### config.mk
export PLATFORM = sky130hd
export DESIGN_NAME = noise_gen
export DESIGN_NICKNAME = d
export VERILOG_FILES = /design/src/rtl/noise_gen_pkg.sv /design/src/rtl/noise_gen_sine_lut.sv /design/src/rtl/noise_gen.sv
export SDC_FILE = /design/constraint.sdc
export NUM_CORES = 1
export LEC_CHECK = 0
export CAP_MARGIN = 20
export CORE_MARGIN = 4
export CORE_UTILIZATION = 61
export CTS_CLUSTER_DIAMETER = 200
export CTS_CLUSTER_SIZE = 24
export DETAILED_ROUTE_END_ITERATION = 7
export GPL_ROUTABILITY_DRIVEN = 0
export PLACE_DENSITY = 0.9
export SYNTH_ARGS = -nofsm -noshare
export SYNTH_HDL_FRONTEND = slang
export SYNTH_HIERARCHICAL = 1
export SYNTH_SLANG_ARGS = --single-unit
### constraint.sdc
create_clock -name clk -period 2.5 [get_ports clk]
set_input_delay 0.375 -clock clk [delete_from_list [all_inputs] [get_ports clk]]
set_output_delay 0.375 -clock clk [all_outputs]
set_load 0.02 [all_outputs]
### src/rtl/noise_gen_pkg.sv
// noise_gen_pkg: shared types, constants and helpers for the noise_gen stimulus source.
//   DW         sample width (fixed 8, matches the FIR input width)
//   LFSR_MASK  Galois feedback mask applied when the shifted-out bit is 1
//   state_e    generator FSM states
//   LUT_DEPTH  entries in the quarter-wave sine ROM
//   TONE_AMP   peak tone amplitude
//   sat8()     clamp a 9-bit signed sum to the 8-bit signed range
package noise_gen_pkg;

  localparam int unsigned DW        = 8;
  localparam logic [15:0] LFSR_MASK = 16'hB400;
  localparam int unsigned LUT_DEPTH = 64;
  localparam int unsigned TONE_AMP  = 63;

  typedef enum logic [1:0] {
    IDLE,
    RUN,
    DONE
  } state_e;

  // Overflow shows as disagreement between the two top bits of the 9-bit sum.
  function automatic logic signed [DW-1:0] sat8(input logic signed [DW:0] x);
    if (x[DW] == x[DW-1]) begin
      return x[DW-1:0];
    end else if (x[DW]) begin
      return {1'b1, {(DW-1){1'b0}}};
    end else begin
      return {1'b0, {(DW-1){1'b1}}};
    end
  endfunction

endpackage

### src/rtl/noise_gen_sine_lut.sv
// sine_lut_q: combinational quarter-wave sine ROM, 8-bit phase in, signed tone out.
//   i_phase  [7:0]  phase; [7:6] selects the quadrant, [5:0] indexes the ROM
//   o_tone   [7:0]  signed tone sample in [-TONE_AMP, +TONE_AMP]
// ROM holds round(TONE_AMP * sin(pi/2 * i / LUT_DEPTH)) for i in 0..LUT_DEPTH-1.
module sine_lut_q
  import noise_gen_pkg::*;
(
  input  logic        [7:0]    i_phase,
  output logic signed [DW-1:0] o_tone
);

  localparam logic [7:0] Lut [LUT_DEPTH] = '{
    8'd0,  8'd2,  8'd3,  8'd5,  8'd6,  8'd8,  8'd9,  8'd11,
    8'd12, 8'd14, 8'd15, 8'd17, 8'd18, 8'd20, 8'd21, 8'd23,
    8'd24, 8'd26, 8'd27, 8'd28, 8'd30, 8'd31, 8'd32, 8'd34,
    8'd35, 8'd36, 8'd38, 8'd39, 8'd40, 8'd41, 8'd42, 8'd43,
    8'd45, 8'd46, 8'd47, 8'd48, 8'd49, 8'd50, 8'd51, 8'd52,
    8'd52, 8'd53, 8'd54, 8'd55, 8'd56, 8'd56, 8'd57, 8'd58,
    8'd58, 8'd59, 8'd59, 8'd60, 8'd60, 8'd61, 8'd61, 8'd61,
    8'd62, 8'd62, 8'd62, 8'd63, 8'd63, 8'd63, 8'd63, 8'(TONE_AMP)
  };

  logic [5:0] w_idx;
  logic [7:0] w_mag;

  // Odd quadrants read the ROM mirrored; the upper half-cycle is negated.
  assign w_idx  = i_phase[6] ? ~i_phase[5:0] : i_phase[5:0];
  assign w_mag  = Lut[w_idx];
  assign o_tone = i_phase[7] ? (8'd0 - w_mag) : w_mag;

endmodule

### src/rtl/noise_gen.sv
// noise_gen: paced signed 8-bit stimulus stream for the FIR datapath.
// 16-bit Galois LFSR noise, optionally summed with a sine tone, saturated to 8 bits.
// Ports:
//   clk      clock, all logic on posedge
//   rst      synchronous active-high reset
//   en_i     run enable; low pauses generation without losing state
//   data_o   registered signed sample
//   valid_o  one-cycle strobe, data_o holds a new sample
//   done_o   sticky, NUM_SAMPLES samples have been emitted
// Build option: define NOISE_GEN_TONE_EN to add the sine tone (phase register + ROM).
module noise_gen
  import noise_gen_pkg::*;
#(
  parameter int unsigned NUM_SAMPLES = 10000,
  parameter int unsigned RATE_DIV    = 1,
  parameter logic [15:0] LFSR_SEED   = 16'hACE1,
  parameter int unsigned NOISE_SHIFT = 0,
  parameter logic [7:0]  PHASE_INC   = 8'd13
) (
  input  logic                 clk,
  input  logic                 rst,
  input  logic                 en_i,
  output logic signed [DW-1:0] data_o,
  output logic                 valid_o,
  output logic                 done_o
);

  // An all-zero seed would lock the LFSR at zero.
  localparam logic [15:0] SeedEff = (LFSR_SEED == 16'h0000) ? 16'h0001 : LFSR_SEED;
  localparam logic [31:0] DivLast = RATE_DIV - 1;
  localparam logic [31:0] SmpLast = NUM_SAMPLES - 1;

  state_e                r_state, w_state_next;
  logic           [15:0] r_lfsr;
  logic           [31:0] r_div_cnt;
  logic           [31:0] r_smp_cnt;
  logic signed [DW-1:0]  r_data;
  logic                  r_valid;
  logic                  r_done;

  logic                  w_strobe;
  logic           [15:0] w_lfsr_next;
  logic signed [DW-1:0]  w_noise;
  logic signed [DW-1:0]  w_tone;
  logic signed [DW:0]    w_sum;

  assign w_strobe    = (r_state == RUN) && en_i && (r_div_cnt == DivLast);
  assign w_lfsr_next = {1'b0, r_lfsr[15:1]} ^ (r_lfsr[0] ? LFSR_MASK : 16'h0000);
  assign w_noise     = $signed(w_lfsr_next[DW-1:0]) >>> NOISE_SHIFT;
  assign w_sum       = {w_noise[DW-1], w_noise} + {w_tone[DW-1], w_tone};

`ifdef NOISE_GEN_TONE_EN
  logic [7:0] r_phase;

  // Sample k uses phase k*PHASE_INC: the phase advances only after it has been used.
  always_ff @(posedge clk) begin
    if (rst) begin
      r_phase <= 8'd0;
    end else if (w_strobe) begin
      r_phase <= r_phase + PHASE_INC;
    end
  end

  sine_lut_q u_sine_lut (
    .i_phase (r_phase),
    .o_tone  (w_tone)
  );
`else
  logic w_unused_phase_inc;

  assign w_tone             = '0;
  assign w_unused_phase_inc = ^PHASE_INC;
`endif

  always_comb begin
    w_state_next = r_state;
    unique case (r_state)
      IDLE: begin
        if (en_i) begin
          w_state_next = (NUM_SAMPLES == 0) ? DONE : RUN;
        end
      end
      RUN: begin
        if (w_strobe && (r_smp_cnt == SmpLast)) begin
          w_state_next = DONE;
        end
      end
      DONE:    w_state_next = DONE;
      default: w_state_next = IDLE;
    endcase
  end

  always_ff @(posedge clk) begin
    if (rst) begin
      r_state   <= IDLE;
      r_lfsr    <= SeedEff;
      r_div_cnt <= '0;
      r_smp_cnt <= '0;
      r_data    <= '0;
      r_valid   <= 1'b0;
      r_done    <= 1'b0;
    end else begin
      r_state <= w_state_next;
      r_valid <= w_strobe;
      // DONE is entered on the last strobe, so this lands one cycle after the last valid.
      r_done  <= (r_state == DONE);
      if ((r_state == RUN) && en_i) begin
        r_div_cnt <= (r_div_cnt == DivLast) ? 32'd0 : r_div_cnt + 32'd1;
      end
      if (w_strobe) begin
        r_lfsr    <= w_lfsr_next;
        r_smp_cnt <= r_smp_cnt + 32'd1;
        r_data    <= sat8(w_sum);
      end
    end
  end

  assign data_o  = r_data;
  assign valid_o = r_valid;
  assign done_o  = r_done;

endmodule

; ---- Word-level counts from Yosys, hierarchy flattened
; Index checks and enable logic that the tools add are counted.
[op_classes]
add_sub_neg = 2
n_eq_ne = 5
mux = 5
bitwise_logic = 1
n_reduce_logical = 6
[op_table]
columns = cell, n
row1 = 32-bit by 1-bit adder with 32-bit output (second input constant), 2
row2 = 32-bit by 14-bit equality test with 1-bit output (second input constant), 1
row3 = 32-bit logical NOT, 1
row4 = 32-bit 2-to-1 mux, 1
row5 = 16-bit 2-to-1 mux, 1
row6 = 15-bit by 16-bit bitwise XOR with 16-bit output, 1
row7 = 2-bit one-hot mux with 3 select lines, 1
row8 = 2-bit 2-to-1 mux, 2
row9 = 1-bit logical AND, 3
row10 = 2-bit by 1-bit equality test with 1-bit output (second input constant), 1
row11 = 2-bit equality test (second input constant), 1
row12 = 2-bit logical NOT, 1
row13 = 2-bit by 1-bit != test with 1-bit output (second input constant), 1
row14 = 2-bit != test (second input constant), 1
row15 = 2-bit AND reduction, 1
[totals]
reg_bits = 92
input_bits = 3
output_inout_bits = 10
wordCells = 26

; ---- Depth between registers and ports, before layout
[logic_depth]
ltp_word = 6
depth_mapped = 9
depth_no_buf = 7

; ---- Least setup slack after synthesis
; Ideal clock, no wire load.
[synth_path]
path_kind = register to register
startpoint = reg r_state[1]
endpoint = reg r_div_cnt[31]
t_arrival_ns = 2.030
required_time_ns = 2.430
path_slack_ns = 0.400
stages_incl_launch_ff = 9
period_less_slack_ns = 2.100
cell_sequence = dfxtp_1 > inv_1 > ha_1 > nand2_2 > or3_1 > buf_2 > or3_1 > or3_1 > a21oi_1
[synth_via]
elab_chain_len = 2
[synth_rtl]
columns = element, line
row1 = from (decl), noise_gen.sv:33  ; state_e r_state, w_state_next;
row2 = from (signal assigned), noise_gen.sv:103  ; r_state <= w_state_next;
row3 = 2-bit by 1-bit equality test with 1-bit output, noise_gen.sv:107  ; if ((r_state == RUN) && en_i) begin
row4 = 1-bit logical AND, noise_gen.sv:107
row5 = to (signal assigned), noise_gen.sv:108  ; r_div_cnt <= (r_div_cnt == DivLast) ? 32'd0 : r_div_cnt + 32'd1;
row6 = to (decl), noise_gen.sv:35  ; logic [31:0] r_div_cnt;
; No other way between the ends.
; A chain may end at the register's enable or synchronous reset.

; ---- Worst setup path in the final report
[layout_path]
startpoint = reg r_div_cnt[23]
endpoint = reg r_smp_cnt[7]
[layout_via]
elab_chain_len = 2
[layout_rtl]
columns = element, line
row1 = 32-bit logical NOT, noise_gen.sv:47  ; assign w_strobe = (r_state == RUN) && en_i && (r_div_cnt == DivLast);
row2 = 1-bit logical AND, noise_gen.sv:47
row3 = to (signal assigned), noise_gen.sv:112  ; r_smp_cnt <= r_smp_cnt + 32'd1;
row4 = to (decl), noise_gen.sv:36  ; logic [31:0] r_smp_cnt;
; No other way between the ends.

==> flow_summary.json <==
{
  "synth_nets": 503,
  "cp_slowest_stage_delay_ps": 630,
  "cts_setup_buffers": 0,
  "cts_buffers": 9,
  "area_growth_pct": 11.24,
  "n_antenna_cell": 0,
  "vias": 3696,
  "fin_crit_sh_pct": 93.51,
  "status": "completed",
  "synth-compound-area-share_pct": 13.02,
  "cts_buffer_depth": 2,
  "wire_per_inst_um": 15.59,
  "maxSlewHeadroom_pct": 63.70,
  "drive_gt1_share_pct": 7.495,
  "placed_cells": 568,
  "path_cells": "nor4_1 -> and4_2 -> nand3_1 -> or4_1 -> a21oi_1",
  "whs_ps": 346.1,
  "p_per_area_nw_per_um2": 660.7,
  "drtIter0Drc": 229,
  "ir_worst_vdd_mv": 0.5863,
  "netlist_area_um2": 4131,
  "start_util_pct": 63.97,
  "cp_top_family": "simple AND/OR/NAND/NOR gates",
  "die_x_um": 90.30,
  "synth_fa_ha_area_share_pct": 1.817,
  "clock-sinks": 88,
  "ys_ff_latch": 88,
  "root_buffer": "clkbuf_8",
  "grt_max_degree": 54,
  "worstSetupStartpointType": "register",
  "critPathRequiredTime_ps": 2800,
  "io_buffers": 12,
  "path_max_fanout": 10,
  "finalHoldViolCount": 0,
  "track_usage_pct": 22.57,
  "slew_viol_final": 0,
  "worstPathArrival_ps": 2640,
  "grt_pass1_vias": 3397,
  "clk_pin_slew_ps": 90,
  "tns_ps": 0,
  "period_minus_slack_ps": 2338,
  "clock_latency_ps": 370,
  "max_cap_viol_count": 0,
  "clock_skew_ps": 10.99,
  "wirelength_um": 9106,
  "worst_slew_pin_slew_ps": 540.3,
  "antenna_found_initial": 0,
  "async_flop_share_pct": 0,
  "final_cells": 584,
  "grt_pass1_wl_um": 15460,
  "drtPass1Iterations": 5,
  "ys_types": 41,
  "via_per_inst": 6.329,
  "critPathBufInv": 0,
  "htreeDepth": 3,
  "leakage_uw": 0.001471,
  "hold_class": "input port to register",
  "worst_path_max_delay_cell": "or4_1",
  "fmax_ghz": 0.4278,
  "ys.flop_type": "dfxtp_1",
  "drc_errors": 0,
  "grt_remaining_overflow": 0,
  "synth_xor_area_share_pct": 7.208,
  "cp.depth": 5,
  "die-area_um2": 8153,
  "syn_avg_cell_area_um2": 8.363,
  "synth-edff-count": 0,
  "synth_top_family_by_area": "simple AND/OR/NAND/NOR gates",
  "cts_tree": "built",
  "worst-r2r-cell-count": 5,
  "num_io_pins": 13,
  "finalSetupViolations": 0,
  "fin_nets": 511,
  "fp.coreArea_um2": 6459,
  "end_kind": "register",
  "yosys_warnings": 6,
  "yosys.area_share.simple_pct": 30.86,
  "rows": 29,
  "crit_type": "register to register",
  "yosys-mux-area-fraction_pct": 0,
  "ant_nets": 0,
  "post-dp-hpwl_um": 5970,
  "ys_seq_area_share_pct": 42.64,
  "syn_inst": 494,
  "die_y_um": 90.30,
  "ff2ff_setup_slack_ps": 160,
  "rsz0062_at_grt": "no",
  "whs_path_depth": 3
}
==> metal layers <==
metal / track usage (%) / vias up / routed length [um]
met1: 27.52 / 1768 / 3895
li1: - / 1828 / -
met3: 5.500 / 15 / 374
met4: 7.398 / 0 / 150
met5: 0 / - / 0
met2: 39.02 / 85 / 4686
==> where the power goes <==
part / internal (uW) / switching (uW) / total (uW)
clock network: 692 / 497 / 1190
logic: 136 / 209 / 345
registers: 1460 / 42.3 / 1500
==> sequential cells by signal, indices dropped and copies added (netlist names) <==
register,cells
r_lfsr,16
r_div_cnt,32
valid_o,1
r_smp_cnt,32
data_o,4
done_o,1
r_state,2
==> worst paths after layout <==
kind	end	startpoint
setup / recovery	r_smp_cnt[7]	r_div_cnt[23]
hold reg to reg	r_lfsr[8]	r_lfsr[9]
hold / removal	r_lfsr[11]	rst
setup reg to reg	r_smp_cnt[7]	r_div_cnt[23]
==> metrics by stage <==
stage	cell area, um^2	power, uW	worst slack, ps	util, %
final	4596	3036	162.4	71.15
after global routing	4596	3155	24.94	71.15
after floorplan	4131	1769	400.4	-
after CTS	4576	3042	98.19	70.84
after global placement	4330	1849	121.9	67.05
after detailed placement	4330	1869	-23.12	67.05
==> placed cells by master (no fill, tap or decap), types with 2 or more instances in the layout <==
| cell type | netlist | final |
|---|---|---|
| xnor2_1 | 23 | 23 |
| nand4_1 | 19 | 19 |
| or4_1 | 21 | 21 |
| nor4_2 | 1 | 3 |
| o21ai_0 | 9 | 9 |
| o31ai_1 | 21 | 21 |
| a21oi_1 | 48 | 48 |
| and2_1 | 4 | 4 |
| xor2_1 | 11 | 11 |
| nor4b_1 | 3 | 3 |
| buf_4 | 4 | 11 |
| dfxtp_1 | 88 | 88 |
| clkdlybuf4s50_1 | 0 | 11 |
| buf_12 | 0 | 2 |
| a41o_1 | 2 | 2 |
| nor4_1 | 21 | 19 |
| nor2_1 | 42 | 42 |
| and4_1 | 5 | 5 |
| or3_1 | 11 | 11 |
| a311oi_1 | 2 | 2 |
| nand2_1 | 55 | 55 |
| nand3_1 | 30 | 30 |
| and3_1 | 8 | 8 |
| o211ai_1 | 2 | 2 |
| clkbuf_8 | 0 | 10 |
| bufinv_16 | 0 | 3 |
| o41ai_1 | 3 | 2 |
| inv_1 | 13 | 13 |
| ha_1 | 6 | 6 |
| nor3_1 | 7 | 7 |
==> cell type report <==
type	count	area (um^2)
Clock buffer	11	141.4
Clock inverter	5	103.9
Fill cell	483	1863
Inverter	13	48.80
Multi-Input combinational cell	365	2206
Sequential cell	88	1762
Tap cell	77	96.34
Timing Repair Buffer	25	237.7
==> cells by family (layout without fill, tap and decap cells) <==
| group | Yosys count | after routing |
|---|---|---|
| adder cells (fa/ha/maj) | 6 | 6 |
| flip-flops | 88 | 88 |
| XOR/XNOR | 34 | 34 |
| AND/OR/NAND/NOR | 236 | 236 |
| AO/OA/AOI/OAI | 89 | 89 |
| buffers and inverters | 41 | 54 |
==> worst register-to-register path, stage by stage, from the launching register on <==
cell and delay, ps:
dfxtp_1 350, nor4_1 460, and4_2 380, nand3_1 290, or4_1 630, a21oi_1 170
==> Yosys cell counts (2+ instances only) <==
| library cell | count | area share (%) |
|---|---|---|
| buf_4 | 4 | 0.73 |
| clkbuf_1 | 16 | 1.5 |
| or4_1 | 21 | 3.8 |
| and2_1 | 4 | 0.61 |
| xnor2_1 | 23 | 4.9 |
| or3_1 | 11 | 1.7 |
| nor4b_1 | 3 | 0.64 |
| xor2_1 | 11 | 2.3 |
| and4_1 | 5 | 1.1 |
| o31ai_1 | 21 | 3.8 |
| nand2_1 | 55 | 5.0 |
| nand3_1 | 30 | 3.6 |
| a21oi_1 | 48 | 5.8 |
| nor4_1 | 21 | 3.2 |
| inv_1 | 13 | 1.2 |
| buf_2 | 6 | 0.73 |
| o41ai_1 | 3 | 0.64 |
| dfxtp_1 | 88 | 43 |
| o211ai_1 | 2 | 0.36 |
| a311oi_1 | 2 | 0.42 |
| a41o_1 | 2 | 0.48 |
| o21ai_0 | 9 | 1.1 |
| and3_1 | 8 | 1.2 |
| nor2_1 | 42 | 3.8 |
| nand4_1 | 19 | 2.9 |
| ha_1 | 6 | 1.8 |
| nor3_1 | 7 | 0.85 |
==> timing repair <==
| action | in CTS | in global routing |
|---|---|---|
| hold buffers | 0 | 0 |
| endpoints found under the setup margin | 0 | 2 |
| gates resized for setup | 0 | 3 |
No activity file was read; power rests on OpenSTA's default activity.
